**config.mk**
```make
export PLATFORM = sky130hd
export DESIGN_NAME = ram_dual_rw_ctrl
export DESIGN_NICKNAME = d
export VERILOG_FILES = /design/src/rtl/ram_dual_rw_ctrl.sv
export SDC_FILE = /design/constraint.sdc
export NUM_CORES = 1
export LEC_CHECK = 0
export CAP_MARGIN = 25
export CORE_ASPECT_RATIO = 1.4
export CORE_MARGIN = 2
export CORE_UTILIZATION = 39
export CTS_BUF_LIST = sky130_fd_sc_hd__clkbuf_2 sky130_fd_sc_hd__clkbuf_4 sky130_fd_sc_hd__clkbuf_8
export DETAILED_ROUTE_END_ITERATION = 8
export PLACE_DENSITY = 0.85
export SYNTH_ARGS = -nofsm -noshare
export SYNTH_HDL_FRONTEND = slang
export SYNTH_SLANG_ARGS = --single-unit
```
**constraint.sdc**
```tcl
create_clock -name clk_i -period 1.7 [get_ports clk_i]
set_input_delay 0.34 -clock clk_i [delete_from_list [all_inputs] [get_ports clk_i]]
set_output_delay 0.34 -clock clk_i [all_outputs]
set_load 0.05 [all_outputs]
```
**src/rtl/ram_dual_rw_ctrl.sv**
```systemverilog
// Write/read/check sequencer for a pseudo-dual-port RAM: fills every location with a
// seeded ramp, reads it back and counts mismatches when RAM_DUAL_CHECK_EN is defined.
module ram_dual_rw_ctrl #(
    parameter int unsigned AW = 6,
    parameter int unsigned DW = 8,
    parameter int unsigned MD = 64,
    parameter logic [DW-1:0] SEED = 8'h5A
) (
    input  logic          clk_i,
    input  logic          rst_ni,
    input  logic          start_i,
    output logic          ena_o,
    output logic          wea_o,
    output logic [AW-1:0] addra_o,
    output logic [DW-1:0] dina_o,
    output logic          enb_o,
    output logic [AW-1:0] addrb_o,
    input  logic [DW-1:0] doutb_i,
    output logic          busy_o,
    output logic          done_o,
    output logic          err_o,
    output logic [AW:0]   err_cnt_o
);

    typedef enum logic [2:0] {StIdle, StWrite, StRead, StFlush, StDone} state_e;

    localparam logic [AW-1:0] CntLast = AW'(MD - 1);

    state_e        state_q, state_d;
    logic [AW-1:0] cnt_q, cnt_d;
    logic          cnt_last;
    logic          accept;

    assign cnt_last = (cnt_q == CntLast);
    assign accept   = (state_q == StIdle) && start_i;

    always_ff @(posedge clk_i or negedge rst_ni) begin
        if (!rst_ni) begin
            state_q <= StIdle;
            cnt_q   <= '0;
        end else begin
            state_q <= state_d;
            cnt_q   <= cnt_d;
        end
    end

    always_comb begin
        state_d = state_q;
        cnt_d   = cnt_q;
        case (state_q)
            StIdle: begin
                if (start_i) begin
                    state_d = StWrite;
                    cnt_d   = '0;
                end
            end
            StWrite: begin
                if (cnt_last) begin
                    state_d = StRead;
                    cnt_d   = '0;
                end else begin
                    cnt_d = cnt_q + AW'(1);
                end
            end
            StRead: begin
                if (cnt_last) begin
                    state_d = StFlush;
                    cnt_d   = '0;
                end else begin
                    cnt_d = cnt_q + AW'(1);
                end
            end
            StFlush: state_d = StDone;
            StDone:  state_d = StIdle;
            default: state_d = StIdle;
        endcase
    end

    always_comb begin
        ena_o   = 1'b0;
        wea_o   = 1'b0;
        addra_o = '0;
        dina_o  = '0;
        enb_o   = 1'b0;
        addrb_o = '0;
        busy_o  = (state_q != StIdle);
        done_o  = (state_q == StDone);
        case (state_q)
            StWrite: begin
                ena_o   = 1'b1;
                wea_o   = 1'b1;
                addra_o = cnt_q;
                dina_o  = DW'(cnt_q) + SEED;
            end
            StRead: begin
                enb_o   = 1'b1;
                addrb_o = cnt_q;
            end
            default: ;
        endcase
    end

`ifdef RAM_DUAL_CHECK_EN
    logic          rd_vld_q;
    logic [AW-1:0] rd_addr_q;
    logic          err_q, err_d;
    logic [AW:0]   err_cnt_q, err_cnt_d;

    always_ff @(posedge clk_i or negedge rst_ni) begin
        if (!rst_ni) begin
            rd_vld_q  <= 1'b0;
            rd_addr_q <= '0;
            err_q     <= 1'b0;
            err_cnt_q <= '0;
        end else begin
            rd_vld_q  <= enb_o;
            rd_addr_q <= addrb_o;
            err_q     <= err_d;
            err_cnt_q <= err_cnt_d;
        end
    end

    // rd_vld_q is never high in IDLE, so clear and count cannot collide.
    always_comb begin
        err_d     = err_q;
        err_cnt_d = err_cnt_q;
        if (accept) begin
            err_d     = 1'b0;
            err_cnt_d = '0;
        end else if (rd_vld_q && (doutb_i != (DW'(rd_addr_q) + SEED))) begin
            err_d     = 1'b1;
            err_cnt_d = err_cnt_q + (AW + 1)'(1);
        end
    end

    assign err_o     = err_q;
    assign err_cnt_o = err_cnt_q;
`else
    logic unused_inputs;

    assign unused_inputs = ^{doutb_i, accept};
    assign err_o         = 1'b0;
    assign err_cnt_o     = '0;
`endif

endmodule

```
# Yosys cells after proc, flatten, opt, wreduce, memory -nomap -nowiden
# Cells that the tools add are included.
# totals
regBits,9
latchBits,0
ramBits,0
rom_bits,0
word_cells,30
mem_count,0
# classes
add_sub_neg,2
multipliers,0
div_mod_pow,0
n_lt_le_gt_ge,0
n_eq_ne,8
shift,0
muxes,12
bitwise,0
reduce_logical,6
# op_table
cell,n
$mux 6,4
$pmux 3 s4,1
$pmux 6 s2,1
$mux 3,3
$add 6x7->8 const B,1
$mux 8,1
$add 6x1->6 const B,1
$eq 3x2->1 const B,2
$eq 6x6->1 const B,1
$ne 2x2->1 const B,3
$eq 3x1->1 const B,1
$eq 3x3->1 const B,1
$logic_not 3->1,1
$reduce_and 3->1,1
$reduce_bool 3->1,1
$mux 1,2
$reduce_and 2->1,1
$reduce_bool 2->1,1
$reduce_or 2->1,1

# Depth between registers and ports, before layout
# logic_depth
ltp_word,4
mapped_depth,6
ltp_nobuf,5

# Least setup slack after synthesis
# No wires, ideal clock.
# synth_path
path_type,reg2out
from,register state_q[1]
to,output port addrb_o[0]
t_arrival_ps,2393
required_time_ps,1360
setup_slack_ps,-1033
stages_incl_launch_ff,5
path_buffers,1
path_cell_list,dfrtp_1 > buf_4 > inv_1 > nor3_1 > and2_1
# synth_via
elab_chain_cells,2
# synth_lines
element,line,rtl
from (decl),29,"state_e state_q, state_d;"
from (signal assigned),39,state_q <= StIdle;
from (signal assigned),42,state_q <= state_d;
$eq 3x2->1,88,case (state_q)
$mux 6,88,
to (decl),17,"output logic [AW-1:0] addrb_o,"
# Every way passes these cells.

# Final worst setup path
# layout_path
from,register state_q[1]
to,output port addrb_o[5]
# Same word-level chain as after synthesis.

==> qor.txt <==
fin cells = 176
Setup crit start kind = flip-flop
total gr overflow = 0
Yosys top cell area share = 28.9%
nets = 170
routed len/inst = 23.2 um
clock slew at reported path FFs = 0.08 ns
most frequent cell after synthesis = buf_4
area of the mapped netlist = 779 sq um
#FFs+latches synth = 9
CP max stage cell = dfrtp_1
worst setup margin = -0.221 ns
initial antenna violation count = 0
Syn Area/Cell = 7.64 sq um
critical path type = reg -> out
DR vias = 1079
post-synthesis cell count = 102
drt total wl = 4090 um
clk_lat worst skew = 0.29 ns
initial core utilization = 40.5%
YS warnings = 0
sequential share of the synthesized area = 28.9%
dpl cells = 154
antenna diode count = 0
Iter 0 DRT Violations = 70
Slew Viols, Final = 0
CP Buf/Inv Count = 3
drt via density = 6.13
worst-path cell chain = buf_6 > inv_4 > nor3_4 > and2_2 > buf_12
HPWL Detailed = 2000 um
fmax = 520 MHz
DR DRC count = 0
pin count of the biggest net entering global routing = 13
final setup violation count = 28
layout cells sized above 1 = 66.5%
Crit Path Max Fanout = 7
H-tree Lvls = 1
Routed Antenna Nets = 0
Worst EP required = 1.36 ns
Cell Rows = 19
Post-synth ARST share = 100%
drt first pass iters = 4
TritonCTS clock tree = done
Core Area = 1930 sq um
Worst path max stage delay = 0.40 ns
leading area contributor after synthesis = dfrtp_1
CTS sink cnt = 9
gpl congestion = 0.916
post-cts hold buffer count = 0
critical path capture point type = output pin
CP Data Arrival Time = 1.58 ns
failing checks = setup timing
unrepaired setup endpoints after global routing = yes
top cells by area, synth = dfrtp_1, buf_4, and3_1
cts bufs inserted = 3
max_cap viols = 0
run status = complete, but fails checks
first-pass GRT wire length = 5110 um
Final Hold Fails = 0
FILL cells = 46
Tcrit/Tclk final = 113%
worst min path class = in -> async
worst clock skew = 0.0176 ns
Die ar. = 2380 sq um
clock buffer depth = 2
vias in the first global route = 966
fin crit period = 1.92 ns
I/O pin total = 44
Die Wd = 41.8 um
count of cell types in the netlist = 32
# port buffers = 27
top cells by count, synth = buf_4, nand2_1, dfrtp_1
CTS root buf = clkbuf_4
ys flop type = dfrtp_1
die height = 56.9 um
Area growth, synth to finish = 132%
EDFF count, synth = 0
GRT Total Usage = 29.3%
CP top delay family = simple AND/OR/NAND/NOR gates
-- state kept, by name (all words and copies together), names as in the netlist --
register,flops
cnt_q,6
state_q,3
-- path summary, 6_finish.rpt --
kind	start	to	slack, ns	cells past startpoint
min reg2reg	cnt_q[0]	cnt_q[0]	0.69	2
max reg2reg	state_q[1]	cnt_q[3]	-0.06	6
min in group clk_i	cnt_q[0]	cnt_q[0]	0.69	2
min	rst_ni	state_q[1]	0.37	1
max in group asynchronous	rst_ni	cnt_q[3]	0.96	1
max	state_q[1]	addrb_o[5]	-0.22	5
-- per-stage QoR --
step           setup TNS, ns  hold WS [ns]  utilization [%]  area [sq um]  worst slack (ns)
5_1_grt                -4.79         0.410             93.9          1810            -0.247
2_1_floorplan         -0.665        0.0444                -           936            -0.100
3_3_place_gp               0         0.598             75.2          1450            0.0750
6_report               -4.14         0.370             93.9          1810            -0.221
4_1_cts                -2.05         0.385             88.0          1690            -0.129
3_5_place_dp               0         0.627             75.2          1450            0.0152
-- cells in the final DEF, fill, tap and decap left out, types with 5 or more instances in the layout --
master and instances:
buf_6 13, buf_12 26, conb_1 8, dfrtp_1 6, buf_4 17, nand2_1 7
nor2_4 5, and3_4 6
-- timing repair --
| item | in CTS | in global routing |
|---|---|---|
| cloned | 0 | 0 |
| endpoints found under the setup margin | 22 | 28 |
| setup buffers | 12 | 6 |
| resized for setup | 26 | 19 |
| pin swaps | 15 | 17 |
| endpoints found under the hold margin | 0 | 0 |
-- routing by layer --
metal	up-vias	wire length (um)	global-route usage (%)
li1	436	-	-
met1	524	1410	34.9
met2	96	2090	51.3
met3	23	340	2.89
met4	0	248	14.7
met5	-	0	0
-- cell type report --
type / instances / area, sq um / share of cell area [%]
multi-input combinational: 80 / 684 / 37.9
clock buffer: 4 / 30.0 / 1.66
tap: 21 / 26.3 / 1.45
timing repair buffer: 58 / 815 / 45.1
inverter: 4 / 23.8 / 1.31
sequential: 9 / 229 / 12.7
-- kinds of logic (layout without fill, tap and decap cells) --
kind of cell | Yosys count | in the layout | share of synthesized area [%]
simple gates | 46 | 46 | 30.7
xor+xnor | 3 | 3 | 3.37
buf+inv | 20 | 66 | 15.4
other cells | 1 | 8 | 0.481
fa+ha+maj | 3 | 3 | 4.82
compound gates | 19 | 19 | 15.1
flops | 9 | 9 | 28.9
mux | 1 | 1 | 1.28
-- worst register-to-register path: stages (launching register included) --
cell and delay (ns):
dfrtp_1 0.41, buf_6 0.14, buf_4 0.17, xnor2_1 0.39, nor2_1 0.17, a31oi_1 0.24
nor2_1 0.09
Power is left out: the tool's default activity adds up to more than one toggle a clock period on the data nets, which glitch-free logic cannot reach.
